File: src/rtl/button_conditioner_pkg.sv
// Shared definitions for the button front-end: repeat FSM encoding and
// the counter-width derivation used by every channel.
package button_conditioner_pkg;

    localparam logic [1:0] RPT_IDLE   = 2'd0;
    localparam logic [1:0] RPT_DELAY  = 2'd1;
    localparam logic [1:0] RPT_REPEAT = 2'd2;

    // Wide enough for the largest of the three intervals, with one spare bit.
    function automatic int cnt_width(input int a, input int b, input int c);
        int m;
        m = a;
        if (b > m) m = b;
        if (c > m) m = c;
        return $clog2(m) + 1;
    endfunction

endpackage

File: src/rtl/button_channel.sv
// One button channel: two-flop synchroniser, debouncer, press/release
// strobes and the auto-repeat FSM.
//
//  state      | meaning
//  -----------+--------------------------------------------------------
//  RPT_IDLE   | waiting for a debounced press
//  RPT_DELAY  | held with repeat enabled, counting down to first repeat
//  RPT_REPEAT | held, issuing a repeat strobe every REPEAT_PERIOD cycles
module button_channel #(
    parameter int DEBOUNCE_CYCLES = 500000,
    parameter int REPEAT_DELAY    = 12500000,
    parameter int REPEAT_PERIOD   = 2500000,
    parameter int CNT_W           = 25
) (
    input  logic clk50mhz,
    input  logic reset,
    input  logic btn_raw,
    input  logic repeat_en,
    output logic btn_level,
    output logic btn_press,
    output logic btn_release,
    output logic btn_repeat
);
    import button_conditioner_pkg::*;

    localparam logic [CNT_W-1:0] DB_LAST = CNT_W'(DEBOUNCE_CYCLES - 1);
    localparam logic [CNT_W-1:0] RD_LOAD = CNT_W'(REPEAT_DELAY - 1);
    localparam logic [CNT_W-1:0] RP_LOAD = CNT_W'(REPEAT_PERIOD - 1);

    logic             s1;
    logic             s2;
    logic             stable;
    logic [CNT_W-1:0] db_cnt;
    logic [CNT_W-1:0] rpt_cnt;
    logic [1:0]       rpt_state;
    logic             db_done;
    logic             rise;
    logic             fall;

    // The FSM reacts to the same edge that commits the debounced change,
    // so the first repeat strobe lines up with btn_press.
    assign db_done = (s2 != stable) && (db_cnt == DB_LAST);
    assign rise    = db_done & s2;
    assign fall    = db_done & ~s2;

    assign btn_level = stable;

    always_ff @(posedge clk50mhz or negedge reset) begin
        if (!reset) begin
            s1 <= 1'b0;
            s2 <= 1'b0;
        end else begin
            s1 <= btn_raw;
            s2 <= s1;
        end
    end

    always_ff @(posedge clk50mhz or negedge reset) begin
        if (!reset) begin
            stable      <= 1'b0;
            db_cnt      <= '0;
            btn_press   <= 1'b0;
            btn_release <= 1'b0;
        end else begin
            btn_press   <= rise;
            btn_release <= fall;
            if (s2 == stable) begin
                db_cnt <= '0;
            end else if (db_cnt == DB_LAST) begin
                stable <= s2;
                db_cnt <= '0;
            end else begin
                db_cnt <= db_cnt + 1'b1;
            end
        end
    end

    always_ff @(posedge clk50mhz or negedge reset) begin
        if (!reset) begin
            rpt_state  <= RPT_IDLE;
            rpt_cnt    <= '0;
            btn_repeat <= 1'b0;
        end else begin
            btn_repeat <= 1'b0;
            case (rpt_state)
                RPT_IDLE: begin
                    if (rise) begin
                        btn_repeat <= 1'b1;
                        if (repeat_en) begin
                            rpt_cnt   <= RD_LOAD;
                            rpt_state <= RPT_DELAY;
                        end
                    end
                end
                RPT_DELAY, RPT_REPEAT: begin
                    // Release or disable wins over a coincident terminal count.
                    if (fall || !repeat_en) begin
                        rpt_state <= RPT_IDLE;
                        rpt_cnt   <= '0;
                    end else if (rpt_cnt == '0) begin
                        btn_repeat <= 1'b1;
                        rpt_cnt    <= RP_LOAD;
                        rpt_state  <= RPT_REPEAT;
                    end else begin
                        rpt_cnt <= rpt_cnt - 1'b1;
                    end
                end
                default: begin
                    rpt_state <= RPT_IDLE;
                    rpt_cnt   <= '0;
                end
            endcase
        end
    end

endmodule

File: src/rtl/button_conditioner.sv
// Player-control input front-end: CHANNELS independent synchronise /
// debounce / auto-repeat channels feeding the game core.
module button_conditioner
    import button_conditioner_pkg::*;
#(
    parameter int CHANNELS        = 2,
    parameter int DEBOUNCE_CYCLES = 500000,
    parameter int REPEAT_DELAY    = 12500000,
    parameter int REPEAT_PERIOD   = 2500000
) (
    input  logic                clk50mhz,
    input  logic                reset,
    input  logic [CHANNELS-1:0] btn_raw,
    input  logic [CHANNELS-1:0] repeat_en,
    output logic [CHANNELS-1:0] btn_level,
    output logic [CHANNELS-1:0] btn_press,
    output logic [CHANNELS-1:0] btn_release,
    output logic [CHANNELS-1:0] btn_repeat
);

    localparam int CNT_W = cnt_width(DEBOUNCE_CYCLES, REPEAT_DELAY, REPEAT_PERIOD);

    for (genvar i = 0; i < CHANNELS; i++) begin : g_ch
        button_channel #(
            .DEBOUNCE_CYCLES(DEBOUNCE_CYCLES),
            .REPEAT_DELAY   (REPEAT_DELAY),
            .REPEAT_PERIOD  (REPEAT_PERIOD),
            .CNT_W          (CNT_W)
        ) u_ch (
            .clk50mhz   (clk50mhz),
            .reset      (reset),
            .btn_raw    (btn_raw[i]),
            .repeat_en  (repeat_en[i]),
            .btn_level  (btn_level[i]),
            .btn_press  (btn_press[i]),
            .btn_release(btn_release[i]),
            .btn_repeat (btn_repeat[i])
        );
    end

endmodule

File: config.mk
export PLATFORM = sky130hd
export DESIGN_NAME = button_conditioner
export DESIGN_NICKNAME = d
export VERILOG_FILES = /design/src/rtl/button_conditioner_pkg.sv /design/src/rtl/button_channel.sv /design/src/rtl/button_conditioner.sv
export SDC_FILE = /design/constraint.sdc
export NUM_CORES = 1
export LEC_CHECK = 0
export ABC_AREA = 1
export BUFFER_PORTS_ARGS = -buffer_cell sky130_fd_sc_hd__buf_4
export CAP_MARGIN = 10
export CORE_ASPECT_RATIO = 1.4
export CORE_MARGIN = 2
export CORE_UTILIZATION = 50
export DETAILED_ROUTE_END_ITERATION = 12
export PLACE_DENSITY = 0.73
export REMOVE_ABC_BUFFERS = 1
export SYNTH_ARGS = -nofsm -noshare
export SYNTH_HDL_FRONTEND = slang
export SYNTH_HIERARCHICAL = 1
export SYNTH_SLANG_ARGS = --single-unit
File: constraint.sdc
create_clock -name clk50mhz -period 2.5 [get_ports clk50mhz]
set_input_delay 0.375 -clock clk50mhz [delete_from_list [all_inputs] [get_ports clk50mhz]]
set_output_delay 0.375 -clock clk50mhz [all_outputs]
set_load 0.1 [all_outputs]
# --- Word-level counts from Yosys, hierarchy flattened ---
# Cells that the tools add are included.
word_totals:
  in_bits: 6
  regBits: 116
op_classes:
  reduce_logical: 18
  n_mux: 32
  add_sub_neg: 4
  bitwise_logic: 8
  n_eq_ne: 16
ops:
  columns: ["operator", "count"]
  rows:
  - ["$mux W25", 12]
  - ["$pmux W25 S2", 2]
  - ["$add A25 B1 Y25 const B", 2]
  - ["$eq A25 B19 Y1 const B", 2]
  - ["$logic_not A25 Y1", 2]
  - ["$sub A25 B1 Y25 const B", 2]
  - ["$mux W2", 8]
  - ["$pmux W2 S2", 2]
  - ["$reduce_and A2 Y1", 4]
  - ["$mux W1", 6]
  - ["$ne A3 B1 Y1 const B", 2]
  - ["$reduce_and A3 Y1", 2]
  - ["$and A1 B1 Y1", 4]
  - ["$eq A2 B1 Y1 const B", 2]
  - ["$eq A2 B2 Y1 const B", 2]
  - ["$logic_not A2 Y1", 2]
  - ["$ne A2 B1 Y1 const B", 2]
  - ["$ne A2 B2 Y1 const B", 2]
  - ["$not A1 Y1", 4]
  - ["$pmux W1 S2", 2]
  - ["$reduce_or A2 Y1", 2]
  - ["$eq A1 B1 Y1", 2]
  - ["$logic_and A1 B1 Y1", 2]
  - ["$logic_not A1 Y1", 2]
  - ["other kinds (2)", 4]

# --- Longest topological paths before layout ---
# Gate-level depths: netlist (run 1).
depth:
  ltp_word: 6
  ltp_mapped: 12
  mapped_depth_nobuf: 12

# --- Modules after synthesis ---
# The synthesis (run 1) kept the hierarchy.
by_module_without_submodules:
  columns: ["module", "cells_per_inst", "area_each_um2", "n_inst", "seq_area_each_um2"]
  rows:
  - ["button_channel (g_ch[1].u_ch)", 559, 3821.2, 1, 1451.4]
  - ["button_channel (g_ch[0].u_ch)", 559, 3771.1, 1, 1451.4]

# --- Worst setup path before layout (run 1) ---
# Ideal clock, no wire load.
synth_timing:
  path_type: "register to register"
  from: "register g_ch[1].u_ch.stable"
  to: "register g_ch[1].u_ch.db_cnt[14]"
  n_path_buf: 0
  path_slack_ns: 0.332
  stages_incl_launch_ff: 7
  t_arrival_ns: 2.074
  synth_period_minus_slack_ns: 2.168
  setup_ns: 0.094
  path_cell_list: "dfrtp_1 inv_1 nor2_1 nor2_1 nor2_1 inv_1 a211oi_1"
synth_between:
  elab_chain_len: 2
synth_rtl:
  columns: ["item", "line_no", "rtl"]
  rows:
  - ["start: declaration", "button_channel.sv:32", "logic stable;"]
  - ["start signal: assignment", "button_channel.sv:60", "stable <= 1'b0;"]
  - ["start signal: assignment", "button_channel.sv:70", "stable <= s2;"]
  - ["$eq A1 B1 Y1", "button_channel.sv:67", "if (s2 == stable) begin"]
  - ["$mux W25", "button_channel.sv:67", null]
  - ["end signal: assignment", "button_channel.sv:73", "db_cnt <= db_cnt + 1'b1;"]
  - ["end: declaration", "button_channel.sv:33", "logic [CNT_W-1:0] db_cnt;"]
# No other way between the ends.
# A chain may end at the register's enable or synchronous reset.

# --- Worst setup path in the final report (run 1) ---
layout_timing:
  from: "register g_ch[1].u_ch.db_cnt[11]"
  to: "register g_ch[1].u_ch.rpt_cnt[13]"
layout_between:
  elab_chain_len: 6
  elab_cells_between_ends: 9
  classes_between: "eq/ne: 2; mux: 2; bitwise: 2; reduce/logical: 3"
layout_rtl:
  columns: ["item", "line_no", "rtl"]
  rows:
  - ["$eq A25 B19 Y1 (*)", "button_channel.sv:42", "assign db_done = (s2 != stable) && (db_cnt == DB_LAST);"]
  - ["$logic_and A1 B1 Y1 (*)", "button_channel.sv:42", null]
  - ["$and A1 B1 Y1", "button_channel.sv:44", "assign fall = db_done & ~s2;"]
  - ["$logic_or A1 B1 Y1", "button_channel.sv:97", "if (fall || !repeat_en) begin"]
  - ["$mux W25", "button_channel.sv:97", null]
  - ["$pmux W25 S2", "button_channel.sv:85", "case (rpt_state)"]
  - ["end signal: assignment", "button_channel.sv:105", "rpt_cnt <= rpt_cnt - 1'b1;"]
  - ["end: declaration", "button_channel.sv:34", "logic [CNT_W-1:0] rpt_cnt;"]
# Every way passes the cells marked *; elsewhere a longest branch is shown, timed or not.

==> impl_metrics.xml, run 1 <==
<?xml version="1.0" encoding="UTF-8"?>
<metrics>
  <group name="status">
    <metric name="status" unit="">complete, no violations</metric>
  </group>
  <group name="place">
    <metric name="hpwlAfterDp" unit="µm">15390</metric>
    <metric name="placement.setup.worst_slack" unit="ns">0.4258</metric>
    <metric name="portBuffers" unit="">13</metric>
    <metric name="place_area" unit="µm²">7911</metric>
    <metric name="routabilityCongestion" unit="">0.9436</metric>
    <metric name="cell_count_after_placement" unit="">1320</metric>
  </group>
  <group name="sta">
    <metric name="timing.max_slew.rel_slack" unit="%">40.21</metric>
    <metric name="final-hold-violation-count" unit="">0</metric>
    <metric name="layout_worst_path_cycle_share" unit="%">86.77</metric>
    <metric name="final_period_minus_worst_setup_slack" unit="ns">2.169</metric>
    <metric name="worst_pin_slew" unit="ns">0.8936</metric>
    <metric name="timing.clock.skew" unit="ns">0.007994</metric>
    <metric name="slew_viol_final" unit="">0</metric>
    <metric name="worst_hold_slack" unit="ns">0.07007</metric>
    <metric name="setup_repair_after_global_routing_missed_its_margin" unit="">no</metric>
    <metric name="report.final.setup_viol" unit="">0</metric>
    <metric name="totalNegativeSetupSlack" unit="ns">0</metric>
    <metric name="fmax" unit="MHz">461.0</metric>
    <metric name="postLayoutSetupSlackWorst" unit="ns">0.3309</metric>
  </group>
  <group name="clocking">
    <metric name="ctsResizeCount" unit="">0</metric>
    <metric name="clk_pin_slew" unit="ns">0.05</metric>
    <metric name="cts_max_level" unit="">4</metric>
    <metric name="cts_made_buffers" unit="">17</metric>
    <metric name="clk-insertion-delay-late" unit="ns">0.41</metric>
    <metric name="numClockSinks" unit="">116</metric>
    <metric name="cts_root_buffer" unit="">sky130_fd_sc_hd__clkbuf_16</metric>
    <metric name="clk_path_buf_depth" unit="">2</metric>
    <metric name="tritoncts_clock_tree" unit="">yes</metric>
  </group>
  <group name="final_layout">
    <metric name="layout.cells.most_common_list" unit="">sky130_fd_sc_hd__nand2_1, sky130_fd_sc_hd__nor2_1, sky130_fd_sc_hd__inv_1</metric>
    <metric name="layout.core_utilization" unit="%">57.89</metric>
    <metric name="mostFrequentLayoutCell" unit="">sky130_fd_sc_hd__nand2_1</metric>
    <metric name="antennaDiodeCount" unit="">0</metric>
    <metric name="area_growth_syn_to_layout" unit="%">13.76</metric>
    <metric name="post_route_cells_drive_above_1_share" unit="%">7.580</metric>
    <metric name="post_layout_nonfiller_instances" unit="">1353</metric>
    <metric name="finish.instance_area" unit="µm²">8637</metric>
    <metric name="finish.net_count" unit="">1164</metric>
  </group>
  <group name="detailed_routing">
    <metric name="viasPerCell" unit="">5.399</metric>
    <metric name="first_iter_violations" unit="">479</metric>
    <metric name="route.detailed.wl_per_inst" unit="µm">15.01</metric>
    <metric name="drc" unit="">0</metric>
    <metric name="drtAntennaViolNets" unit="">0</metric>
    <metric name="wire_length_reported_by_the_detailed_router" unit="µm">20310</metric>
    <metric name="detailedRoute.firstPassIterationCount" unit="">5</metric>
    <metric name="detailroute.via_count" unit="">7305</metric>
  </group>
  <group name="worst_setup_path">
    <metric name="cp_slowest_cell" unit="">sky130_fd_sc_hd__dfrtp_1</metric>
    <metric name="crit_top_cell" unit="">sky130_fd_sc_hd__nand2_1</metric>
    <metric name="max_stage_delay" unit="ns">0.41</metric>
    <metric name="crit_fanout" unit="">18</metric>
    <metric name="worst_setup_end_kind" unit="">flop</metric>
    <metric name="worst-setup-path-type" unit="">flop to flop</metric>
    <metric name="timing.critical_path.from_type" unit="">flop</metric>
    <metric name="timing.critical_path.required" unit="ns">2.84</metric>
    <metric name="cpLargestDelayFamily" unit="">simple AND/OR/NAND/NOR gates</metric>
    <metric name="crit_chain" unit="">inv_1, nand2_1, nor2_1, nand3_1, nor2_4, nand3_4, nand2_8, nand2_4, clkinv_4, o21ai_0, nand2_1</metric>
    <metric name="worstPathArrival" unit="ns">2.51</metric>
    <metric name="critPathBufInv" unit="">2</metric>
    <metric name="reg2reg_setup_slack" unit="ns">0.33</metric>
  </group>
  <group name="synthesis">
    <metric name="postSynthCellCount" unit="">1118</metric>
    <metric name="netlist_area_pre_place" unit="µm²">7592</metric>
    <metric name="yosys_register_bits" unit="">116</metric>
    <metric name="synth_seq_area_share" unit="%">38.23</metric>
    <metric name="post_synth_num_cell_types" unit="">41</metric>
    <metric name="post_synthesis_mean_instance_area" unit="µm²">6.791</metric>
    <metric name="yosys_warnings" unit="">6</metric>
  </group>
  <group name="worst_hold_path">
    <metric name="holdCritPathClass" unit="">input pin to flop</metric>
  </group>
  <group name="global_route">
    <metric name="grt_max_degree" unit="">65</metric>
    <metric name="groute.usage.overall" unit="%">26.85</metric>
    <metric name="overflow" unit="">0</metric>
    <metric name="grt_first_pass_wirelength" unit="µm">33860</metric>
    <metric name="first_global_vias" unit="">7292</metric>
    <metric name="antenna_found_initial" unit="">0</metric>
  </group>
  <group name="die">
    <metric name="i_o_pin_count" unit="">14</metric>
    <metric name="core" unit="µm²">14920</metric>
    <metric name="die_w" unit="µm">108.1</metric>
    <metric name="num_rows" unit="">53</metric>
    <metric name="floorplan.die.height" unit="µm">149.8</metric>
    <metric name="initial_utilization" unit="%">50.88</metric>
    <metric name="die_outline_area" unit="µm²">16200</metric>
  </group>
  <group name="pwr">
    <metric name="worst_ir_drop_vdd" unit="mV">0.6458</metric>
    <metric name="power_density" unit="nW/µm²">1052</metric>
    <metric name="report.power.total" unit="mW">9.087</metric>
    <metric name="leakagePower" unit="nW">4.356</metric>
  </group>
  <group name="flow_run">
    <metric name="max-cap-violations" unit="">0</metric>
  </group>
</metrics>
[report_power, final]
group          internal, mW  leakage [nW]  total (mW)  switching (mW)
registers              2.19          1.57        2.59           0.400
clock network          2.05         0.346        2.92           0.872
logic                  1.10          2.44        3.58            2.48
total                  5.34          4.36        9.09            3.75
[worst paths after layout]
path                                          from  cells past startpoint                       end
min reg2reg                        g_ch[0].u_ch/s1                      0           g_ch[0].u_ch/s2
max reg2reg                g_ch[1].u_ch/db_cnt[11]                     11  g_ch[1].u_ch/rpt_cnt[13]
max in group asynchronous                    reset                      3   g_ch[1].u_ch/db_cnt[11]
min in group asynchronous                    reset                      2   g_ch[1].u_ch/rpt_cnt[0]
min                                     btn_raw[0]                      1           g_ch[0].u_ch/s1
max                        g_ch[1].u_ch/db_cnt[11]                     11  g_ch[1].u_ch/rpt_cnt[13]
[repair_timing]
action	in CTS	in global routing
hold buffers	1	0
endpoints found under the hold margin	26	0
buffers inserted	0	0
[cell type report]
| type | count | area, µm² |
|---|---|---|
| Clock buffer | 20 | 466.7 |
| Clock inverter | 12 | 249.0 |
| Fill cell | 1408 | 6284 |
| Inverter | 143 | 543.0 |
| Multi-Input combinational cell | 851 | 4078 |
| Sequential cell | 116 | 2903 |
| Tap cell | 192 | 240.2 |
| Timing Repair Buffer | 19 | 157.7 |
[logic make-up (layout without fill, tap and decap cells)]
| group | count (synthesis) | after routing | share of synthesized area, % |
|---|---|---|---|
| adders and majority gates | 10 | 10 | 1.648 |
| DFF | 116 | 116 | 38.23 |
| and+or+nand+nor | 752 | 752 | 43.79 |
| buffers and inverters | 151 | 194 | 8.058 |
| AOI/OAI and AO/OA | 53 | 53 | 4.120 |
| xor gates and xnor gates | 36 | 36 | 4.153 |
[flip-flops by register name, indices dropped and copies added, names as in the netlist]
register               flops
g_ch.u_ch/btn_repeat       2
g_ch.u_ch/rpt_cnt         50
g_ch.u_ch/rpt_state        4
g_ch.u_ch/s1               2
g_ch.u_ch/s2               2
g_ch.u_ch/btn_release      2
g_ch.u_ch/db_cnt          50
g_ch.u_ch/btn_press        2
g_ch.u_ch/btn_level        2
[worst reg2reg max path, cell delays in order (launching register included)]
cell	delay, ns
sky130_fd_sc_hd__dfrtp_1	0.41
sky130_fd_sc_hd__inv_1	0.13
sky130_fd_sc_hd__nand2_1	0.07
sky130_fd_sc_hd__nor2_1	0.29
sky130_fd_sc_hd__nand3_1	0.19
sky130_fd_sc_hd__nor2_4	0.20
sky130_fd_sc_hd__nand3_4	0.19
sky130_fd_sc_hd__nand2_8	0.19
sky130_fd_sc_hd__nand2_4	0.09
sky130_fd_sc_hd__clkinv_4	0.09
sky130_fd_sc_hd__o21ai_0	0.12
sky130_fd_sc_hd__nand2_1	0.11
[cell usage after synthesis, drive strengths merged]
cell type  number  area (µm²)
nand2         328        1285
nor2          230       910.9
inv           141       529.3
dfrtp         116        2903
nand3         108       570.5
nor3           34       190.2
nand4          33       234.0
xor2           26       227.7
o21ai          24       120.1
a21oi          15       82.58
ha             10       125.1
xnor2          10       87.58
nand3b          8       60.06
a211oi          4       30.03
buf             4       53.80
clkbuf          4       15.01
nor3b           4       30.03
nor4            4       25.02
o21bai          4       30.03
or2             3       18.78
clkinv          2       13.76
o211a           2       20.02
o21a            2       15.01
o31ai           2       15.01
[metal layers]
metal / track usage (%) / share of wire (%) / vias to the layer above
met5: 0 / 0 / -
met4: 16.47 / 5.5 / 0
met3: 5.488 / 5.0 / 86
met2: 47.96 / 52 / 239
met1: 28.65 / 38 / 3366
li1: - / - / 3614
Power figures use the tool's default switching activity.
==> run 2: changes to the inputs <==
--- a/config.mk
+++ b/config.mk
@@ -5,7 +5,7 @@
 export SDC_FILE = /design/constraint.sdc
 export NUM_CORES = 1
 export LEC_CHECK = 0
-export ABC_AREA = 1
+export ABC_AREA = 0
 export BUFFER_PORTS_ARGS = -buffer_cell sky130_fd_sc_hd__buf_4
 export CAP_MARGIN = 10
 export CORE_ASPECT_RATIO = 1.4
==> run 2 against run 1 <==
Against the previous run:
- via count fell by 23%
- die area shrank 17%
- worst setup slack worse by 0.23 ns
- fmax decreased by 9.4%
- combinational power shrank 95%
- sequential share of layout area is 5.3 points higher
- final area decreased by 14%
- first-iteration DRC count fell by 47%
- flip-flop and latch count stayed put
- critical endpoint is now g_ch[1].u_ch/rpt_cnt[11]
- largest cell class unchanged
- highest routed layer unchanged
==> impl_metrics.xml, run 2 <==
<?xml version="1.0" encoding="UTF-8"?>
<metrics>
  <group name="status">
    <metric name="status" unit="">complete, no violations</metric>
  </group>
  <group name="clocking">
    <metric name="cts_max_level" unit="">4</metric>
    <metric name="clk-insertion-delay-late" unit="ns">0.41</metric>
    <metric name="cts_root_buffer" unit="">sky130_fd_sc_hd__clkbuf_16</metric>
    <metric name="clk_path_buf_depth" unit="">2</metric>
    <metric name="cts_made_buffers" unit="">17</metric>
    <metric name="tritoncts_clock_tree" unit="">yes</metric>
    <metric name="clk_pin_slew" unit="ns">0.05</metric>
    <metric name="numClockSinks" unit="">116</metric>
  </group>
  <group name="worst_setup_path">
    <metric name="regToRegEndpoint" unit="">g_ch[1].u_ch/rpt_cnt[11]</metric>
    <metric name="worst-setup-path-type" unit="">flop to flop</metric>
    <metric name="timing.critical_path.from_type" unit="">flop</metric>
    <metric name="timing.critical_path.required" unit="ns">2.75</metric>
    <metric name="worstReg2RegStart" unit="">g_ch[1].u_ch/db_cnt[21]</metric>
    <metric name="reg2reg_setup_slack" unit="ns">0.11</metric>
    <metric name="worst_setup_end_kind" unit="">flop</metric>
    <metric name="worstPathArrival" unit="ns">2.65</metric>
    <metric name="crit_fanout" unit="">11</metric>
    <metric name="reg2regPathDepth" unit="">5</metric>
  </group>
  <group name="final_layout">
    <metric name="layout.cells.most_common_list" unit="">sky130_fd_sc_hd__dfrtp_1, sky130_fd_sc_hd__nor2_1, sky130_fd_sc_hd__nand2_1</metric>
    <metric name="post_route_cells_drive_above_1_share" unit="%">14.51</metric>
    <metric name="mostFrequentLayoutCell" unit="">sky130_fd_sc_hd__dfrtp_1</metric>
    <metric name="area_growth_syn_to_layout" unit="%">18.63</metric>
    <metric name="finish.net_count" unit="">755</metric>
    <metric name="antennaDiodeCount" unit="">0</metric>
    <metric name="biggestRegsByFlops" unit="">g_ch.u_ch/db_cnt (50), g_ch.u_ch/rpt_cnt (50), g_ch.u_ch/rpt_state (4)</metric>
    <metric name="post_layout_nonfiller_instances" unit="">901</metric>
  </group>
  <group name="place">
    <metric name="hpwlAfterDp" unit="µm">10250</metric>
    <metric name="routabilityCongestion" unit="">0.9100</metric>
    <metric name="placement.setup.worst_slack" unit="ns">-0.01652</metric>
    <metric name="cell_count_after_placement" unit="">868</metric>
    <metric name="portBuffers" unit="">13</metric>
  </group>
  <group name="worst_hold_path">
    <metric name="end_point_of_the_most_critical_hold_path" unit="">g_ch[1].u_ch/s1</metric>
    <metric name="whs_path_depth" unit="">1</metric>
    <metric name="hold_start" unit="">btn_raw[1]</metric>
    <metric name="holdCritPathClass" unit="">input pin to flop</metric>
  </group>
  <group name="detailed_routing">
    <metric name="route.detailed.wl_per_inst" unit="µm">16.75</metric>
    <metric name="detailedRoute.firstPassIterationCount" unit="">4</metric>
    <metric name="drc" unit="">0</metric>
    <metric name="drtAntennaViolNets" unit="">0</metric>
    <metric name="wire_length_reported_by_the_detailed_router" unit="µm">15090</metric>
    <metric name="viasPerCell" unit="">6.204</metric>
    <metric name="detailroute.via_count" unit="">5590</metric>
    <metric name="first_iter_violations" unit="">252</metric>
  </group>
  <group name="sta">
    <metric name="setup_repair_after_global_routing_missed_its_margin" unit="">no</metric>
    <metric name="final-hold-violation-count" unit="">0</metric>
    <metric name="final_period_minus_worst_setup_slack" unit="ns">2.394</metric>
    <metric name="totalNegativeSetupSlack" unit="ns">0</metric>
    <metric name="report.final.setup_viol" unit="">0</metric>
    <metric name="fmax" unit="MHz">417.6</metric>
    <metric name="timing.max_slew.rel_slack" unit="%">52.56</metric>
    <metric name="slew_viol_final" unit="">0</metric>
    <metric name="timing.clock.skew" unit="ns">0.008718</metric>
    <metric name="layout_worst_path_cycle_share" unit="%">95.77</metric>
    <metric name="postLayoutSetupSlackWorst" unit="ns">0.1056</metric>
    <metric name="worst_hold_slack" unit="ns">0.07283</metric>
    <metric name="worst_pin_slew" unit="ns">0.7061</metric>
  </group>
  <group name="synthesis">
    <metric name="yosys_register_bits" unit="">116</metric>
    <metric name="yosys_warnings" unit="">6</metric>
    <metric name="yosys.cell_count.top_type" unit="">sky130_fd_sc_hd__dfrtp_1</metric>
    <metric name="synth_seq_area_share" unit="%">46.12</metric>
    <metric name="ys_dominant_reg_cell" unit="">sky130_fd_sc_hd__dfrtp_1</metric>
    <metric name="synth_top_area_cell" unit="">sky130_fd_sc_hd__dfrtp_1</metric>
    <metric name="post_synth_num_cell_types" unit="">64</metric>
    <metric name="postSynthCellCount" unit="">693</metric>
    <metric name="synthArstFlopShare" unit="%">100.0</metric>
    <metric name="edff_count_synth" unit="">0</metric>
    <metric name="post_synthesis_mean_instance_area" unit="µm²">9.082</metric>
    <metric name="synth_top_area_share" unit="%">46.12</metric>
    <metric name="post_synth_most_frequent_cells" unit="">sky130_fd_sc_hd__dfrtp_1, sky130_fd_sc_hd__nor2_1, sky130_fd_sc_hd__nand2_1</metric>
    <metric name="netlist_area_pre_place" unit="µm²">6294</metric>
    <metric name="synth_area_leaders" unit="">sky130_fd_sc_hd__dfrtp_1, sky130_fd_sc_hd__nor2_1, sky130_fd_sc_hd__xor2_1, sky130_fd_sc_hd__o21ai_0, sky130_fd_sc_hd__nand2_1</metric>
  </group>
  <group name="global_route">
    <metric name="first_global_vias" unit="">5710</metric>
    <metric name="antenna_found_initial" unit="">0</metric>
    <metric name="grt_first_pass_wirelength" unit="µm">26160</metric>
    <metric name="groute.usage.overall" unit="%">23.69</metric>
    <metric name="grt_max_degree" unit="">40</metric>
    <metric name="overflow" unit="">0</metric>
  </group>
  <group name="die">
    <metric name="die_outline_area" unit="µm²">13510</metric>
    <metric name="num_rows" unit="">48</metric>
    <metric name="initial_utilization" unit="%">51.12</metric>
    <metric name="core" unit="µm²">12310</metric>
    <metric name="floorplan.die.height" unit="µm">136.7</metric>
    <metric name="i_o_pin_count" unit="">14</metric>
    <metric name="die_w" unit="µm">98.82</metric>
  </group>
  <group name="pwr">
    <metric name="power_density" unit="nW/µm²">606.1</metric>
    <metric name="leakagePower" unit="nW">3.342</metric>
    <metric name="worst_ir_drop_vdd" unit="mV">0.4148</metric>
  </group>
  <group name="flow_run">
    <metric name="max-cap-violations" unit="">0</metric>
  </group>
</metrics>
==> run 2: changes by cell type after synthesis, sizes merged, moves of 12 or more <==
| cell | delta |
|---|---|
| o21ai | +28 |
| nand3 | -72 |
| nand4 | -14 |
| nand2 | -273 |
| inv | -121 |
| nor2 | -131 |
| o311ai | +12 |
| and3 | +12 |
| clkbuf | +12 |
==> run 2: cell families after synthesis <==
logic type               after synthesis  share of synthesized area (%)
AND/OR/NAND/NOR                      329                          27.12
AO/OA/AOI/OAI                        144                          14.71
flip-flops                           116                          46.12
XOR/XNOR                              48                          6.680
buffers and inverters                 43                          2.863
adder cells (fa/ha/maj)               10                          1.988
multiplexers                           3                         0.5169
==> run 2: how the worst max path moves through the flow <==
stage                                        from                  endpoint  slack [ns]  depth (start not counted)
after floorplan            g_ch[0].u_ch/btn_level  g_ch[0].u_ch/rpt_cnt[17]       -0.65                          4
after CTS                 g_ch[0].u_ch/db_cnt[14]  g_ch[0].u_ch/rpt_cnt[11]       0.008                          6
after detailed placement  g_ch[1].u_ch/db_cnt[21]  g_ch[1].u_ch/rpt_cnt[12]       -0.02                          6
after global routing       g_ch[0].u_ch/db_cnt[0]  g_ch[0].u_ch/rpt_cnt[11]       0.002                          7
final                     g_ch[1].u_ch/db_cnt[21]  g_ch[1].u_ch/rpt_cnt[11]        0.11                          5
after global placement     g_ch[0].u_ch/db_cnt[5]  g_ch[0].u_ch/rpt_cnt[11]        0.03                          6
==> run 2: worst max-delay path: stages, from the launching register on <==
cell and delay, ns:
sky130_fd_sc_hd__dfrtp_1 0.42, sky130_fd_sc_hd__nor4_1 0.37, sky130_fd_sc_hd__nand3_1 0.31, sky130_fd_sc_hd__o31a_2 0.55
sky130_fd_sc_hd__o311ai_0 0.39, sky130_fd_sc_hd__o311ai_1 0.20
==> run 2: area by class of cell <==
cell class,instances,area (µm²)
fill,989,4846
clock buffer,21,460.4
inverter,20,75.07
clock inverter,10,131.4
tap,150,187.7
timing repair buffer,50,440.4
sequential,116,2903
multi-input combinational,534,3268
==> run 2: metal layers <==
| metal | wire length (µm) | track usage, % | share of wire, % |
|---|---|---|---|
| met3 | 777 | 5.363 | 5.1 |
| met5 | 0 | 0 | 0 |
| met4 | 278 | 10.50 | 1.8 |
| met2 | 7844 | 41.44 | 52 |
| met1 | 6193 | 27.69 | 41 |
==> run 2: where the power goes <==
| part | switching (mW) | internal, mW | total [mW] |
|---|---|---|---|
| Sequential | 0.0183 | 1.90 | 1.92 |
| Clock | 0.829 | 1.60 | 2.43 |
| Combinational | 0.116 | 0.0584 | 0.174 |
| Total | 0.963 | 3.56 | 4.53 |
==> run 2: metrics by stage <==
step                      instance area [µm²]  util, %  power [mW]
after floorplan                          6188        -       2.029
after global placement                   6815    55.36       2.115
after detailed placement                 6815    55.36       2.122
after CTS                                7425    60.30       4.574
after global routing                     7466    60.64       4.703
final                                    7466    60.64       4.525
==> run 2: what timing repair did <==
action / in CTS / in global routing
setup endpoints to repair: 3 / 15
hold buffers: 1 / 0
pin swaps: 1 / 0
buffers inserted: 1 / 0
gates resized for setup: 0 / 8
endpoints found under the hold margin: 33 / 0
==> run 3: changes to the inputs <==
--- a/config.mk
+++ b/config.mk
@@ -11,6 +11,7 @@
 export CORE_ASPECT_RATIO = 1.4
 export CORE_MARGIN = 2
 export CORE_UTILIZATION = 50
+export CTS_BUF_LIST = sky130_fd_sc_hd__clkbuf_8
 export DETAILED_ROUTE_END_ITERATION = 12
 export PLACE_DENSITY = 0.73
 export REMOVE_ABC_BUFFERS = 1
==> run 3 against run 2 <==
Against the previous run:
- first-iteration DRC count down 11%
- core utilization down 1.5 points
- largest cell class unchanged
- power down 14%
- hold slack worse by 0.023 ns
- register-to-register slack better by 0.04 ns
- count of clock-buffer cells in the layout down 2
- fmax up 1.9%
- non-clock buffer count unchanged
- final area down 2.4%
- cell count unchanged
- worst setup slack better by 0.045 ns
- wire length down 0.11%
==> impl_metrics.xml, run 3 (synthesis gave the netlist of run 2 again) <==
<?xml version="1.0" encoding="UTF-8"?>
<metrics>
  <group name="status">
    <metric name="status" unit="">complete, no violations</metric>
  </group>
  <group name="worst_hold_path">
    <metric name="hold_start" unit="">btn_raw[1]</metric>
    <metric name="end_point_of_the_most_critical_hold_path" unit="">g_ch[1].u_ch/s1</metric>
    <metric name="whs_path_depth" unit="">1</metric>
    <metric name="holdCritPathClass" unit="">input pin to flop</metric>
  </group>
  <group name="place">
    <metric name="hpwlAfterDp" unit="µm">10250</metric>
    <metric name="placement.setup.worst_slack" unit="ns">-0.01652</metric>
    <metric name="portBuffers" unit="">13</metric>
    <metric name="routabilityCongestion" unit="">0.9100</metric>
  </group>
  <group name="worst_setup_path">
    <metric name="worst-setup-path-type" unit="">flop to flop</metric>
    <metric name="regToRegEndpoint" unit="">g_ch[0].u_ch/rpt_cnt[11]</metric>
    <metric name="reg2regPathDepth" unit="">7</metric>
    <metric name="cp_slowest_cell" unit="">sky130_fd_sc_hd__or3_4</metric>
    <metric name="cpLargestDelayFamily" unit="">simple AND/OR/NAND/NOR gates</metric>
    <metric name="timing.critical_path.from_type" unit="">flop</metric>
    <metric name="worstPathArrival" unit="ns">2.72</metric>
    <metric name="reg2reg_setup_slack" unit="ns">0.15</metric>
    <metric name="worstReg2RegStart" unit="">g_ch[0].u_ch/db_cnt[0]</metric>
    <metric name="critPathBufInv" unit="">0</metric>
    <metric name="crit_chain" unit="">ha_1, and4_1, nand3_2, o41a_1, or3_4, or4_1, nand3_1</metric>
    <metric name="max_stage_delay" unit="ns">0.42</metric>
    <metric name="timing.critical_path.required" unit="ns">2.87</metric>
    <metric name="crit_fanout" unit="">7</metric>
    <metric name="worst_setup_end_kind" unit="">flop</metric>
  </group>
  <group name="final_layout">
    <metric name="mostFrequentLayoutCell" unit="">sky130_fd_sc_hd__dfrtp_1</metric>
    <metric name="multi_input_area" unit="µm²">3279</metric>
    <metric name="layout.core_utilization" unit="%">59.18</metric>
    <metric name="biggestRegsByFlops" unit="">g_ch.u_ch/db_cnt (50), g_ch.u_ch/rpt_cnt (50), g_ch.u_ch/rpt_state (4)</metric>
    <metric name="final.fill_count" unit="">1024</metric>
    <metric name="post_route_cells_drive_above_1_share" unit="%">14.78</metric>
    <metric name="layout.area.seq" unit="µm²">2903</metric>
    <metric name="antennaDiodeCount" unit="">0</metric>
    <metric name="area_growth_syn_to_layout" unit="%">15.77</metric>
    <metric name="finish.net_count" unit="">755</metric>
    <metric name="layout.cells.most_common_list" unit="">sky130_fd_sc_hd__dfrtp_1, sky130_fd_sc_hd__nor2_1, sky130_fd_sc_hd__nand2_1</metric>
  </group>
  <group name="detailed_routing">
    <metric name="drc" unit="">0</metric>
    <metric name="wire_length_reported_by_the_detailed_router" unit="µm">15080</metric>
    <metric name="first_iter_violations" unit="">224</metric>
    <metric name="detailedRoute.firstPassIterationCount" unit="">4</metric>
    <metric name="viasPerCell" unit="">6.155</metric>
    <metric name="route.detailed.wl_per_inst" unit="µm">16.73</metric>
    <metric name="drtAntennaViolNets" unit="">0</metric>
    <metric name="detailroute.via_count" unit="">5546</metric>
  </group>
  <group name="clocking">
    <metric name="cts_made_buffers" unit="">17</metric>
    <metric name="numClockSinks" unit="">116</metric>
    <metric name="clk-insertion-delay-late" unit="ns">0.44</metric>
    <metric name="cts_root_buffer" unit="">sky130_fd_sc_hd__clkbuf_8</metric>
    <metric name="cts_max_level" unit="">4</metric>
    <metric name="clk_path_buf_depth" unit="">2</metric>
    <metric name="clk_pin_slew" unit="ns">0.07</metric>
    <metric name="tritoncts_clock_tree" unit="">yes</metric>
  </group>
  <group name="pwr">
    <metric name="worst_ir_drop_vdd" unit="mV">0.3018</metric>
    <metric name="report.power.total" unit="mW">3.869</metric>
    <metric name="leakagePower" unit="nW">3.267</metric>
    <metric name="power_density" unit="nW/µm²">531.1</metric>
  </group>
  <group name="global_route">
    <metric name="grt_max_degree" unit="">40</metric>
    <metric name="antenna_found_initial" unit="">0</metric>
    <metric name="groute.usage.overall" unit="%">23.42</metric>
    <metric name="grt_first_pass_wirelength" unit="µm">25820</metric>
    <metric name="overflow" unit="">0</metric>
    <metric name="first_global_vias" unit="">5670</metric>
  </group>
  <group name="die">
    <metric name="num_rows" unit="">48</metric>
    <metric name="die_w" unit="µm">98.82</metric>
    <metric name="initial_utilization" unit="%">51.12</metric>
    <metric name="floorplan.die.height" unit="µm">136.7</metric>
    <metric name="i_o_pin_count" unit="">14</metric>
    <metric name="core" unit="µm²">12310</metric>
    <metric name="die_outline_area" unit="µm²">13510</metric>
  </group>
  <group name="sta">
    <metric name="layout_worst_path_cycle_share" unit="%">93.99</metric>
    <metric name="totalNegativeSetupSlack" unit="ns">0</metric>
    <metric name="postLayoutSetupSlackWorst" unit="ns">0.1502</metric>
    <metric name="timing.max_slew.rel_slack" unit="%">49.81</metric>
    <metric name="report.final.setup_viol" unit="">0</metric>
    <metric name="final_period_minus_worst_setup_slack" unit="ns">2.350</metric>
    <metric name="final-hold-violation-count" unit="">0</metric>
    <metric name="worst_pin_slew" unit="ns">0.7471</metric>
    <metric name="slew_viol_final" unit="">0</metric>
    <metric name="fmax" unit="MHz">425.6</metric>
    <metric name="timing.clock.skew" unit="ns">0.008817</metric>
  </group>
  <group name="flow_run">
    <metric name="max-cap-violations" unit="">0</metric>
  </group>
</metrics>
-- run 3: cell types whose count changed in the layout (fill, tap and decap cells not counted), moves of 2 or more --
cell and delta:
sky130_fd_sc_hd__clkbuf_1 -2, sky130_fd_sc_hd__clkbuf_16 -17, sky130_fd_sc_hd__clkbuf_8 +17, sky130_fd_sc_hd__inv_1 +2
-- run 3: area by class of cell --
class / count / area share (%)
Clock buffer: 19 / 3.589
Clock inverter: 12 / 1.906
Inverter: 20 / 1.030
Multi-Input combinational cell: 534 / 45.01
Sequential cell: 116 / 39.84
Tap cell: 150 / 2.576
Timing Repair Buffer: 50 / 6.045
-- run 3: per-stage QoR --
step | hold WS, ns | area, µm² | std cells
4_1_cts | 0.01471 | 7233 | 901
5_1_grt | 0.02309 | 7286 | 901
3_3_place_gp | 0.3324 | 6815 | 868
6_report | 0.04986 | 7286 | 901
3_5_place_dp | 0.3418 | 6815 | 868
2_1_floorplan | 0.07941 | 6188 | 670
-- run 3: how the worst max path moves through the flow --
stage                            start                  endpoint  cells past startpoint
6_report        g_ch[0].u_ch/db_cnt[0]  g_ch[0].u_ch/rpt_cnt[11]                      7
4_1_cts        g_ch[0].u_ch/db_cnt[14]  g_ch[0].u_ch/rpt_cnt[11]                      6
3_5_place_dp   g_ch[1].u_ch/db_cnt[21]  g_ch[1].u_ch/rpt_cnt[12]                      6
2_1_floorplan   g_ch[0].u_ch/btn_level  g_ch[0].u_ch/rpt_cnt[17]                      4
5_1_grt         g_ch[0].u_ch/db_cnt[0]  g_ch[0].u_ch/rpt_cnt[11]                      7
3_3_place_gp    g_ch[0].u_ch/db_cnt[5]  g_ch[0].u_ch/rpt_cnt[11]                      6
-- run 3: per-layer routing --
| metal | share of wire (%) | wire (µm) | vias to the layer above | global-route usage (%) |
|---|---|---|---|---|
| met3 | 5.1 | 768 | 31 | 4.801 |
| met2 | 52 | 7800 | 175 | 40.84 |
| met4 | 1.7 | 257 | 0 | 11.49 |
| li1 | - | - | 2610 | - |
| met1 | 41 | 6251 | 2730 | 27.35 |
| met5 | 0 | 0 | - | 0 |
-- run 3: what timing repair did --
action                                 4_1_cts  5_1_grt
pin swaps                                    1        0
resized for setup                            0       11
setup endpoints to repair                    6       15
gates cloned                                 0        0
hold buffers                                 1        0
endpoints found under the hold margin       33        0
buffers inserted                             1        0
-- run 3: power by group --
group / switching, mW / internal (mW)
Combinational: 0.115 / 0.0585
Sequential: 0.0184 / 1.90
Clock: 0.764 / 1.02
Total: 0.897 / 2.97
